**src/rtl/alu_pkg.sv**
```systemverilog
// Shared definitions for the shared-ALU arbiter: op codes and sequencer states.
package alu_pkg;

    // ALU select encodings driven on reqN_op
    localparam logic [2:0] ALU_ADD = 3'b000;
    localparam logic [2:0] ALU_SUB = 3'b001;
    localparam logic [2:0] ALU_AND = 3'b010;
    localparam logic [2:0] ALU_OR  = 3'b011;
    localparam logic [2:0] ALU_XOR = 3'b100;
    localparam logic [2:0] ALU_NOT = 3'b101;
    localparam logic [2:0] ALU_MUL = 3'b110;
    localparam logic [2:0] ALU_DIV = 3'b111;

    // Sequencer flow: accept in IDLE, compute in EXEC, hold result in RESP
    typedef enum logic [1:0] {
        IDLE = 2'd0,
        EXEC = 2'd1,
        RESP = 2'd2
    } state_t;

    // Latched operation waiting in the sequencer
    typedef struct packed {
        logic [3:0] a;
        logic [3:0] b;
        logic [2:0] op;
    } alu_req_t;

endpackage

```
**src/rtl/alu_core.sv**
```systemverilog
// Purely combinational 4-bit ALU producing an 8-bit result.
module alu_core
    import alu_pkg::*;
(
    input  logic [3:0] i_a,
    input  logic [3:0] i_b,
    input  logic [2:0] i_op,
    output logic [7:0] o_result
);

    logic [7:0] w_a_ext;
    logic [7:0] w_b_ext;

    assign w_a_ext = {4'h0, i_a};
    assign w_b_ext = {4'h0, i_b};

    // Select the operation result; subtraction wraps mod 256, divide-by-zero yields zero
    always_comb begin
        // NOTE: a default before the case keeps every path assigned, so no latch is inferred.
        o_result = 8'h00;
        case (i_op)
            ALU_ADD: o_result = w_a_ext + w_b_ext;
            ALU_SUB: o_result = w_a_ext - w_b_ext;
            ALU_AND: o_result = w_a_ext & w_b_ext;
            ALU_OR:  o_result = w_a_ext | w_b_ext;
            ALU_XOR: o_result = w_a_ext ^ w_b_ext;
            ALU_NOT: o_result = {~i_b, ~i_a};
            ALU_MUL: o_result = w_a_ext * w_b_ext;
            ALU_DIV: o_result = (i_b == 4'h0) ? 8'h00 : (w_a_ext / w_b_ext);
            default: o_result = 8'h00;
        endcase
    end

endmodule

```
**src/rtl/alu_share_arb.sv**
```systemverilog
// Two-requester round-robin arbiter and IDLE/EXEC/RESP sequencer for a shared ALU.
module alu_share_arb
    import alu_pkg::*;
#(
    parameter int unsigned CNT_W = 8
)
(
    input  logic             clk,
    input  logic             rst,
    input  logic             req0_valid,
    output logic             req0_ready,
    input  logic [3:0]       req0_a,
    input  logic [3:0]       req0_b,
    input  logic [2:0]       req0_op,
    input  logic             req1_valid,
    output logic             req1_ready,
    input  logic [3:0]       req1_a,
    input  logic [3:0]       req1_b,
    input  logic [2:0]       req1_op,
    output logic             rsp_valid,
    input  logic             rsp_ready,
    output logic [7:0]       rsp_data,
    output logic             rsp_id,
    output logic             busy,
    output logic [CNT_W-1:0] cnt0,
    output logic [CNT_W-1:0] cnt1
);

    state_t           r_state;
    state_t           w_state_next;
    logic             r_rr_ptr;
    alu_req_t         r_req;
    logic             r_id;
    logic [7:0]       r_rsp_data;
    logic [CNT_W-1:0] r_cnt0;
    logic [CNT_W-1:0] r_cnt1;

    logic             w_grant0;
    logic             w_grant1;
    logic             w_rsp_done;
    logic [7:0]       w_alu_result;

    // Next state and grant decode; grants only in IDLE and never while reset is held
    always_comb begin
        w_state_next = r_state;
        w_grant0     = 1'b0;
        w_grant1     = 1'b0;
        case (r_state)
            IDLE: begin
                if (!rst) begin
                    if (req0_valid && (!req1_valid || !r_rr_ptr)) begin
                        w_grant0     = 1'b1;
                        w_state_next = EXEC;
                    end else if (req1_valid && (!req0_valid || r_rr_ptr)) begin
                        w_grant1     = 1'b1;
                        w_state_next = EXEC;
                    end
                end
            end
            EXEC: w_state_next = RESP;
            RESP: begin
                if (rsp_ready) begin
                    w_state_next = IDLE;
                end
            end
            default: w_state_next = IDLE;
        endcase
    end

    assign w_rsp_done = (r_state == RESP) && rsp_ready;

    // State register
    always_ff @(posedge clk) begin
        // NOTE: registers use <= so every flop samples pre-edge values regardless of statement order.
        if (rst) begin
            r_state <= IDLE;
        end else begin
            r_state <= w_state_next;
        end
    end

    // Round-robin pointer flips to the other requester on every grant
    always_ff @(posedge clk) begin
        if (rst) begin
            r_rr_ptr <= 1'b0;
        end else if (w_grant0) begin
            r_rr_ptr <= 1'b1;
        end else if (w_grant1) begin
            r_rr_ptr <= 1'b0;
        end
    end

    // Capture operands of the granted requester
    always_ff @(posedge clk) begin
        // NOTE: operand latches carry no reset; they are always loaded by a grant before EXEC reads them.
        if (w_grant0) begin
            r_req <= '{a: req0_a, b: req0_b, op: req0_op};
        end else if (w_grant1) begin
            r_req <= '{a: req1_a, b: req1_b, op: req1_op};
        end
    end

    // Requester ID is visible on rsp_id, so it resets to a defined value
    always_ff @(posedge clk) begin
        if (rst) begin
            r_id <= 1'b0;
        end else if (w_grant0) begin
            r_id <= 1'b0;
        end else if (w_grant1) begin
            r_id <= 1'b1;
        end
    end

    alu_core u_alu_core (
        .i_a      (r_req.a),
        .i_b      (r_req.b),
        .i_op     (r_req.op),
        .o_result (w_alu_result)
    );

    // Register the ALU result in EXEC; it then holds through RESP
    always_ff @(posedge clk) begin
        if (rst) begin
            r_rsp_data <= 8'h00;
        end else if (r_state == EXEC) begin
            r_rsp_data <= w_alu_result;
        end
    end

    // Completion counters advance on the response handshake, wrapping naturally
    always_ff @(posedge clk) begin
        if (rst) begin
            r_cnt0 <= '0;
            r_cnt1 <= '0;
        end else if (w_rsp_done) begin
            if (r_id) begin
                r_cnt1 <= r_cnt1 + CNT_W'(1);
            end else begin
                r_cnt0 <= r_cnt0 + CNT_W'(1);
            end
        end
    end

    assign req0_ready = w_grant0;
    assign req1_ready = w_grant1;
    assign rsp_valid  = (r_state == RESP);
    assign rsp_data   = r_rsp_data;
    assign rsp_id     = r_id;
    assign busy       = (r_state != IDLE);
    assign cnt0       = r_cnt0;
    assign cnt1       = r_cnt1;

endmodule

```
**config.mk**
```make
export PLATFORM = sky130hd
export DESIGN_NAME = alu_share_arb
export DESIGN_NICKNAME = d
export VERILOG_FILES = /design/src/rtl/alu_pkg.sv /design/src/rtl/alu_core.sv /design/src/rtl/alu_share_arb.sv
export SDC_FILE = /design/constraint.sdc
export NUM_CORES = 1
export LEC_CHECK = 0
export BUFFER_PORTS_ARGS = -buffer_cell sky130_fd_sc_hd__buf_4
export CORE_MARGIN = 1
export CORE_UTILIZATION = 25
export DETAILED_ROUTE_END_ITERATION = 8
export PLACE_DENSITY = 0.5
export SETUP_SLACK_MARGIN = 0.3
export SLEW_MARGIN = 0
export SYNTH_ARGS = -nofsm -noshare
export SYNTH_HDL_FRONTEND = slang
export SYNTH_SLANG_ARGS = --single-unit
```
**constraint.sdc**
```tcl
create_clock -name clk -period 19.75 [get_ports clk]
set_input_delay 3.95 -clock clk [delete_from_list [all_inputs] [get_ports clk]]
set_output_delay 3.95 -clock clk [all_outputs]
set_load 0.005 [all_outputs]
```
==> results of run 1 <==
==> synth_stat cells, types with 4 or more instances <==
| cell | number |
|---|---|
| nand2_1 | 62 |
| ha_1 | 55 |
| nor2_1 | 53 |
| inv_1 | 31 |
| dfxtp_1 | 28 |
| a21oi_1 | 27 |
| nor3_1 | 25 |
| o21ai_0 | 24 |
| o21a_1 | 15 |
| nand2b_1 | 14 |
| xor2_1 | 13 |
| edfxtp_1 | 11 |
| nand3_1 | 11 |
| clkbuf_1 | 10 |
| xnor2_1 | 9 |
| nand4_1 | 7 |
| and3_1 | 6 |
| fa_1 | 6 |
| o211ai_1 | 6 |
| a21o_1 | 5 |
| mux2i_1 | 5 |
| nor2b_1 | 4 |
| o22ai_1 | 4 |
==> state kept, by name (all words and copies together) (netlist names) <==
signal	flops
r_req	11
rsp_id	1
cnt1	8
cnt0	8
rsp_data	8
r_rr_ptr	1
r_state	2
==> worst max-delay path by stage <==
stage                  end  slack, ns  cells after the start
2_1_floorplan   req0_ready      10.98                      5
3_3_place_gp    req0_ready      10.49                      5
3_5_place_dp    req0_ready      10.42                      5
4_1_cts         req0_ready      10.41                      5
5_1_grt        rsp_data[0]       9.71                     42
6_report        req0_ready      10.46                      5
==> power by group through the flow <==
| stage | registers [µW] | logic, µW | clock network [µW] |
|---|---|---|---|
| after CTS | 100 | 187 | 92.4 |
| after floorplan | 96.1 | 146 | 0 |
| after global routing | 101 | 210 | 95.5 |
| final | 100 | 186 | 88.9 |
| after global placement | 102 | 182 | 0 |
| after detailed placement | 102 | 186 | 0 |
==> through the flow <==
step	setup slack (ns)	utilization	instances	hold slack (ns)
detailed placement	10.42	0.294	716	0.473
CTS	10.41	0.306	724	0.482
finish	10.46	0.306	724	0.477
floorplan	10.98	-	487	0.448
global placement	10.49	0.294	716	0.469
global route	9.71	0.306	724	0.516
==> layer usage <==
layer  vias up  wire, µm  GRT usage
met5         -         0          0
met1      1687      4870      0.171
li1       1809         -          -
met4         0       267     0.0588
met2        93      4870      0.237
met3        20       503     0.0200
==> cell type report <==
class                   instances  area share
repair buffers                 55      0.0892
inverters                      31      0.0251
flip-flops and latches         39       0.192
multi-input cells             403       0.606
clock buffers                   7      0.0354
clock inverters                 1     0.00108
well taps                     188      0.0508
==> tightest hold or removal path, cell delays in order, from the launching register on <==
cell,delay (ns)
dfxtp_1,0.32
nand2_1,0.06
a21oi_1,0.05
==> logic make-up (layout without fill, tap and decap cells) <==
family                     count (synthesis)  count (layout)
AOI/OAI and AO/OA                        108             108
xor gates and xnor gates                  22              22
adders and majority gates                 62              62
buffers and inverters                     45              94
DFF                                       39              39
muxes                                      9               9
other                                      1               4
and+or+nand+nor                          198             198
==> results.sh, run 1 <==
export IMPL_clk_pin_slew_ns=0.05
export IMPL_path_class="primary input to output port"
export IMPL_cts_tree="built"
export IMPL_postRouteAntennaNets=0
export IMPL_multi_input_area_um2=2800
export IMPL_cp_startpoint="rst"
export IMPL_critical_path_top_delay_family="buffers and inverters"
export IMPL_avgRoutedWirePerCell_um=14.5
export IMPL_cp_common_cell="buf_4"
export IMPL_fillers=1608
export IMPL_max_cap_violations=0
export IMPL_clkPwrFrac=0.237
export IMPL_grt_usage=0.138
export IMPL_p_switching_uw=145
export IMPL_htreeDepth=2
export IMPL_port_buffers=55
export IMPL_grt_pass1_wl_um=17900
export IMPL_status="complete, no violations"
export IMPL_synthTopCellsByArea="ha_1 18%, dfxtp_1 15%, edfxtp_1 8.6%, nand2_1 6.0%, nor2_1 5.2%"
export IMPL_crit_slowest_cell="inv_1"
export IMPL_async_reset_ff_frac=0
export IMPL_register_area_um2=891
export IMPL_coreArea_um2=15100
export IMPL_max_clock_freq_mhz=108
export IMPL_grt_max_degree=29
export IMPL_layout_common_cells="62 x nand2_1, 55 x ha_1, 55 x buf_4, 53 x nor2_1, 31 x inv_1"
export IMPL_synth_top_family_by_area="simple AND/OR/NAND/NOR gates"
export IMPL_switching_share=0.388
export IMPL_cts_sinks=39
export IMPL_final_common_cell="nand2_1"
export IMPL_core_rowCount=45
export IMPL_yosysSeqAreaShare=0.231
export IMPL_gp_congestion=0.855
export IMPL_drc_errors=0
export IMPL_drv_slew=0
export IMPL_overflow=0
export IMPL_hold_start="rsp_data[4]"
export IMPL_start_util=0.255
export IMPL_fp_dieH_um=126
export IMPL_cp_buffers_inverters=3
export IMPL_tightest_slew_ns=0.806
export IMPL_cts_made_buffers=5
export IMPL_placed_area_um2=4460
export IMPL_syn_to_final_growth_pct=19.9
export IMPL_ys_flop_type="dfxtp_1"
export IMPL_synth_compound_area_frac=0.184
export IMPL_via_count=3609
export IMPL_final_net_count=623
export IMPL_crit_path_start_kind="primary input"
export IMPL_finalSetupViolCount=0
export IMPL_hold_end="rsp_data[4]"
export IMPL_drt_iter0_drc=221
export IMPL_finalHoldViolations=0
export IMPL_finalClockSkew_ns=0.00507
export IMPL_postCtsResizedCells=0
export IMPL_synth_simple_gate_area_share=0.247
export IMPL_fin_crit_ns=9.29
export IMPL_finalInstanceArea_um2=4630
export IMPL_power_density_nw_per_um2=81.0
export IMPL_root_buffer="clkbuf_16"
export IMPL_worstSetupEndpointType="output port"
export IMPL_die_w_um=126
export IMPL_via_per_inst=4.98
export IMPL_dieArea_um2=15900
export IMPL_rr_worst_depth=41
export IMPL_ys_ff_latch=39
export IMPL_rsz0062_at_grt="no"
export IMPL_seq_power_share=0.267
export IMPL_r2r_setup_slack_ns=10.46
export IMPL_critical_path_max_fanout=28
export IMPL_path_cells="buf_4 -> nor2_1 -> nand3_1 -> inv_1 -> buf_4"
export IMPL_cts_setup_buffers=0
export IMPL_hold_class="register to register"
export IMPL_synth_xor_area_frac=0.0499
export IMPL_synth_enable_flop_cells=11
export IMPL_yosysTopAreaCellShare=0.178
export IMPL_ys_warnings_count=0
export IMPL_diodes=0
export IMPL_ir_worst_vdd_v=0.0000533
export IMPL_r2r_end="rsp_data[0]"
export IMPL_io_pins=56
export IMPL_cp_required_ns=15.80
export IMPL_fin_tns_setup_ns=0
export IMPL_antenna_found_initial=0
export IMPL_routed_wl_um=10500
export IMPL_cts_max_path_buffers=2
export IMPL_postSynthCellCount=484
export IMPL_cts_hold_buf=0
export IMPL_drtPass1Iterations=4
export IMPL_grt_pass1_vias=3685
export IMPL_holdPathStages=2
export IMPL_internal_power_uw=230
export IMPL_drive_above_1_share=0.144
export IMPL_finalCritPeriodShare=0.471
export IMPL_clock_latency_ns=0.29
export IMPL_synth_avg_cell_area_um2=7.98
export IMPL_p_total_uw=375
export IMPL_leakagePower_uw=0.00212
export IMPL_dp_hpwl_um=8330
export IMPL_critPathArrivalTime_ns=5.34
export IMPL_yosys_area_top_type="ha_1"
export IMPL_synthMuxAreaShare=0.0295
export IMPL_yosysUniqueCellTypes=58
export IMPL_yosys_area_share_adder=0.212
export IMPL_slowest_delay_ns=0.45
export IMPL_r2r_start="r_req[5]"
export IMPL_combPwrFrac=0.496
export IMPL_synth_area_um2=3860
export IMPL_max_slew_margin=0.462
Note: power is estimated with default switching activity, not from simulation.
==> inputs of run 2 (changes only) <==
- PLACE_DENSITY: 0.5 -> 0.52
- clock period: 19.75 -> 7.6 ns (I/O delays scaled with it)
==> run 2 against run 1 <==
The flow now finishes with violations (design-rule violations). Die area unchanged. Worst setup slack worse by 10 ns. Clock power rose to 2.6 times the previous value. Cell area up 12%. Sequential power rose to 2.6 times the previous value. Total power rose to 3.0 times the previous value. Wire length up 4.7%. Hold slack worse by 0.011 ns. Critical path depth up 38. Global-route usage up 0.25 points. Count of clock-buffer cells in the layout down 1. First-iteration DRC count up 26%. Critical endpoint is now rsp_data[0]. Largest cell class unchanged. Largest power group unchanged.
==> results.sh, run 2 (synthesis gave the netlist of run 1 again) <==
export IMPL_hold_class="register to register"
export IMPL_clock_latency_ns=0.29
export IMPL_switching_share=0.384
export IMPL_clkPwrFrac=0.202
export IMPL_drtPass1Iterations=6
export IMPL_cp_startpoint="r_req[3]"
export IMPL_core_rowCount=45
export IMPL_tightest_slew_ns=0.998
export IMPL_syn_to_final_growth_pct=33.9
export IMPL_grt_max_degree=29
export IMPL_worstSetupEndpointType="register"
export IMPL_max_slew_margin=0.334
export IMPL_finalHoldViolations=0
export IMPL_drv_slew=0
export IMPL_ir_worst_vdd_v=0.000102
export IMPL_gp_congestion=0.888
export IMPL_start_util=0.255
export IMPL_status="finished with violations"
export IMPL_leakagePower_uw=0.00233
export IMPL_critical_path_max_fanout=5
export IMPL_max_clock_freq_mhz=137
export IMPL_violations="design-rule violations"
export IMPL_whs_ns=0.466
export IMPL_overflow=0
export IMPL_routed_wl_um=11000
export IMPL_coreArea_um2=15100
export IMPL_final_net_count=663
export IMPL_dp_hpwl_um=8180
export IMPL_cts_sinks=39
export IMPL_combPwrFrac=0.574
export IMPL_port_buffers=55
export IMPL_antenna_found_initial=0
export IMPL_fp_dieH_um=126
export IMPL_finalSetupViolCount=0
export IMPL_avgRoutedWirePerCell_um=14.4
export IMPL_grt_pass1_vias=3733
export IMPL_via_count=3789
export IMPL_grt_usage=0.140
export IMPL_cts_made_buffers=5
export IMPL_cp_required_ns=7.77
export IMPL_die_w_um=126
export IMPL_fin_crit_ns=7.32
export IMPL_fillers=1550
export IMPL_clk_pin_slew_ns=0.06
export IMPL_largest_reg_flops=11
export IMPL_finalCritPeriodShare=0.963
export IMPL_htreeDepth=2
export IMPL_drc_errors=2
export IMPL_rsz0062_at_grt="yes"
export IMPL_cts_max_path_buffers=2
export IMPL_postRouteAntennaNets=0
export IMPL_max_cap_violations=0
export IMPL_final_common_cell="buf_4"
export IMPL_top_register="r_req"
export IMPL_p_switching_uw=437
export IMPL_r2r_setup_slack_ns=0.28
export IMPL_seq_power_share=0.224
export IMPL_drive_above_1_share=0.253
export IMPL_r2r_start="r_req[3]"
export IMPL_hold_start="rsp_data[4]"
export IMPL_placed_area_um2=4650
export IMPL_drt_iter0_drc=279
export IMPL_internal_power_uw=700
export IMPL_crit_slowest_cell="or3b_4"
export IMPL_finalInstanceArea_um2=5170
export IMPL_grt_pass1_wl_um=18200
export IMPL_critPathArrivalTime_ns=7.49
export IMPL_power_density_nw_per_um2=220
export IMPL_dieArea_um2=15900
export IMPL_slowest_delay_ns=0.44
export IMPL_via_per_inst=4.96
export IMPL_cts_tree="built"
export IMPL_crit_path_start_kind="register"
export IMPL_diodes=0
export IMPL_io_pins=56
export IMPL_layout_common_cells="93 x buf_4, 61 x nand2_1, 50 x nor2_1, 45 x ha_1, 28 x dfxtp_1"
export IMPL_path_class="register to register"
export IMPL_finalClockSkew_ns=0.00924
export IMPL_root_buffer="clkbuf_16"
## run 2: path summary, 6_finish.rpt
kind              cells past startpoint           to
hold reg to reg                       2  rsp_data[4]
setup / recovery                     43  rsp_data[0]
hold / removal                        2  rsp_data[4]
setup reg to reg                     43  rsp_data[0]
## run 2: through the flow
| step | setup slack (ns) | util | total power (µW) | TNS, ns | instances |
|---|---|---|---|---|---|
| after floorplan | -0.0390 | - | 644 | -0.0390 | 487 |
| after global placement | 0.0412 | 0.307 | 766 | 0 | 731 |
| after detailed placement | -0.241 | 0.307 | 776 | -0.241 | 731 |
| after CTS | 0.305 | 0.335 | 1100 | 0 | 759 |
| after global routing | -0.126 | 0.341 | 1230 | -0.126 | 764 |
| final | 0.281 | 0.341 | 1140 | 0 | 764 |
## run 2: cell type report
class,instances,area [µm²],area share
multi-input cells,403,3040,0.589
flip-flops and latches,39,891,0.172
repair buffers,95,721,0.139
well taps,188,235,0.0455
clock buffers,6,150,0.0290
inverters,31,116,0.0225
clock inverters,2,13.8,0.00266
## run 2: what timing repair did
action                                  4_1_cts  5_1_grt
endpoints found under the hold margin         0        0
gates resized for setup                      18       10
hold buffers                                  0        0
endpoints found under the setup margin        1        1
pin swaps                                    20       19
setup buffers                                20        5
## run 2: worst max-delay path: cells and delay by family (launching register included)
| family | cells | cell delay, ns |
|---|---|---|
| buf+inv | 1 | 0.06 |
| simple gates | 13 | 2.08 |
| mux | 1 | 0.29 |
| flops | 1 | 0.36 |
| fa+ha+maj | 6 | 1.43 |
| compound gates | 22 | 2.97 |
## run 2: power groups by stage
stage | logic (µW) | registers, µW | clock network, µW
2_1_floorplan | 394 | 250 | 0
3_5_place_dp | 518 | 259 | 0
3_3_place_gp | 508 | 258 | 0
6_report | 653 | 255 | 229
5_1_grt | 724 | 258 | 245
4_1_cts | 606 | 255 | 237
## run 2: layer usage
| metal | part of all wire | global-route usage |
|---|---|---|
| met5 | 0 | 0 |
| met4 | 0.023 | 0.0581 |
| met3 | 0.041 | 0.0166 |
| met2 | 0.50 | 0.246 |
| met1 | 0.44 | 0.174 |
==> inputs of run 3 (changes only) <==
- ABC_AREA: not set -> 1
==> run 3 against run 2 <==
The flow now finishes without violations. Sequential power down 4%. Worst setup slack better by 0.074 ns. Wire length shrank 2.1%. Synthesized cell count grew 22%. Maximum frequency increased by 1.0%. Utilization increased by 0.58 points. Final cell count up 20%. Critical endpoint unchanged.
==> results.sh, run 3 <==
export IMPL_htreeDepth=2
export IMPL_cts_sinks=39
export IMPL_dp_slack_ns=-0.197
export IMPL_cp_common_cell="nand2_1"
export IMPL_crit_slowest_cell="edfxtp_1"
export IMPL_routed_wl_um=10800
export IMPL_holdPathStages=1
export IMPL_finalClockSkew_ns=0.00574
export IMPL_finalInstanceArea_um2=5500
export IMPL_postRouteAntennaNets=0
export IMPL_cts_tree="built"
export IMPL_hold_class="register to register"
export IMPL_port_buffers=55
export IMPL_synth_avg_cell_area_um2=6.83
export IMPL_top_register="r_req"
export IMPL_fin_crit_ns=7.24
export IMPL_yosys_area_top_type="ha_1"
export IMPL_leakagePower_uw=0.00266
export IMPL_yosysUniqueCellTypes=49
export IMPL_max_slew_margin=0.294
export IMPL_overflow=0
export IMPL_drc_errors=0
export IMPL_clk_pin_slew_ns=0.06
export IMPL_die_w_um=129
export IMPL_tightest_slew_ns=1.05
export IMPL_status="complete, no violations"
export IMPL_postSynthCellCount=592
export IMPL_grt_max_degree=19
export IMPL_worstSetupEndpointType="register"
export IMPL_ys_flop_type="dfxtp_1"
export IMPL_critPathArrivalTime_ns=7.41
export IMPL_ys_warnings_count=0
export IMPL_final_net_count=784
export IMPL_fillers=1713
export IMPL_clock_latency_ns=0.28
export IMPL_syn_to_final_growth_pct=35.9
export IMPL_critical_path_max_fanout=6
export IMPL_gp_congestion=0.867
export IMPL_antenna_found_initial=0
export IMPL_drv_slew=0
export IMPL_rsz0062_at_grt="yes"
export IMPL_p_total_uw=1700
export IMPL_worst_slack_ns=0.355
export IMPL_synthTopCellsByArea="ha_1 17%, dfxtp_1 14%, nand2_1 13%, inv_1 8.8%, edfxtp_1 8.2%"
export IMPL_async_reset_ff_frac=0
export IMPL_grt_usage=0.130
export IMPL_fp_dieH_um=129
export IMPL_cp_required_ns=7.76
export IMPL_clkPwrFrac=0.117
export IMPL_synth_enable_flop_cells=11
export IMPL_drtPass1Iterations=4
export IMPL_internal_power_uw=933
export IMPL_io_pins=56
export IMPL_cts_made_buffers=5
export IMPL_largest_reg_flops=11
export IMPL_via_per_inst=4.34
export IMPL_finalHoldViolations=0
export IMPL_synth_area_um2=4040
export IMPL_seq_power_share=0.145
export IMPL_power_density_nw_per_um2=309
export IMPL_core_rowCount=46
export IMPL_max_clock_freq_mhz=138
export IMPL_yosysTopAreaCellShare=0.170
export IMPL_path_class="register to register"
export IMPL_via_count=3966
export IMPL_placed_area_um2=4930
export IMPL_drive_above_1_share=0.283
export IMPL_grt_pass1_wl_um=17500
export IMPL_max_cap_violations=0
export IMPL_avgRoutedWirePerCell_um=11.8
export IMPL_finalSetupViolCount=0
export IMPL_cts_hold_buf=0
export IMPL_drt_iter0_drc=155
export IMPL_finalCritPeriodShare=0.953
export IMPL_rr_worst_depth=62
export IMPL_switching_share=0.451
export IMPL_yosysSeqAreaShare=0.220
export IMPL_root_buffer="clkbuf_16"
export IMPL_dieArea_um2=16700
export IMPL_combPwrFrac=0.738
export IMPL_grt_pass1_vias=3760
export IMPL_final_common_cell="nand2_1"
export IMPL_start_util=0.255
export IMPL_slowest_delay_ns=0.39
export IMPL_dp_hpwl_um=8380
export IMPL_cts_max_path_buffers=2
export IMPL_synth_common_cells="144 x nand2_1, 95 x inv_1, 58 x nor2_1"
export IMPL_coreArea_um2=15800
export IMPL_diodes=0
export IMPL_fin_util=0.347
export IMPL_ir_worst_vdd_v=0.000135
export IMPL_p_switching_uw=767
export IMPL_ys_ff_latch=39
export IMPL_crit_path_start_kind="register"
export IMPL_layout_common_cells="132 x nand2_1, 98 x buf_4, 83 x inv_1, 53 x nor2_1, 44 x ha_1"
export IMPL_yosysMostFrequentCell="nand2_1"
-- run 3: cell count changes after synthesis, moves of 7 or more --
cell,before,now
nand2b_1,14,0
inv_1,31,95
o21a_1,15,2
xor2_1,13,6
nand3_1,11,21
o21ai_0,24,34
a21oi_1,27,37
nor3_1,25,13
clkbuf_1,10,3
nand2_1,62,144
-- run 3: cell type report --
cell class	count	area (µm²)	share of cell area
clock buffer	6	129	0.0235
clock inverter	2	11.3	0.00205
inverter	98	372	0.0676
multi-input combinational	454	3090	0.562
sequential	39	891	0.162
tap	216	270	0.0492
timing repair buffer	98	736	0.134
-- run 3: repair_timing --
| item | 4_1_cts | 5_1_grt |
|---|---|---|
| pin swaps | 12 | 44 |
| resized for setup | 5 | 41 |
| cloned | 1 | 0 |
| setup buffers | 9 | 19 |
| setup endpoints to repair | 1 | 1 |
-- run 3: routing by layer --
layer,part of all wire,vias up,track usage
li1,-,2142,-
met1,0.50,1758,0.177
met2,0.47,55,0.217
met3,0.017,11,0.0140
met4,0.013,0,0.0346
met5,0,-,0
-- run 3: power by group through the flow --
stage | sequential [µW] | combinational (µW) | clock [µW]
6_report | 246 | 1250 | 199
2_1_floorplan | 248 | 769 | 0
3_5_place_dp | 250 | 979 | 0
4_1_cts | 246 | 1090 | 204
5_1_grt | 248 | 1430 | 214
3_3_place_gp | 250 | 980 | 0
-- run 3: per-stage QoR --
step	setup TNS [ns]	instances	hold slack, ns
floorplan	0	595	0.449
global placement	-0.104	876	0.443
detailed placement	-0.197	876	0.445
CTS	0	894	0.453
global route	-0.244	913	0.482
finish	0	913	0.447
-- run 3: cell families (layout without fill, tap and decap cells) --
kind of cell / Yosys count / count (layout) / share of synthesized area
XOR/XNOR: 10 / 10 / 0.0217
AO/OA/AOI/OAI: 99 / 99 / 0.138
AND/OR/NAND/NOR: 279 / 280 / 0.322
adder cells (fa/ha/maj): 61 / 61 / 0.200
other: 1 / 4 / 0.000928
flip-flops: 39 / 39 / 0.220
buffers and inverters: 103 / 204 / 0.0975
-- run 3: path summary, 6_finish.rpt --
| check | to | slack, ns | from |
|---|---|---|---|
| worst max-delay path | rsp_data[0] | 0.36 | r_req[4] |
| worst max register to register | rsp_data[0] | 0.36 | r_req[4] |
| worst min register to register | cnt1[7] | 0.45 | cnt1[7] |
| worst min-delay path | cnt1[7] | 0.45 | cnt1[7] |
-- run 3: critical path: cells and delay by family (launching register included) --
kind | cells | cell delay, ns
simple gates | 34 | 2.93
fa+ha+maj | 7 | 1.81
compound gates | 12 | 1.30
buf+inv | 9 | 0.69
flops | 1 | 0.39
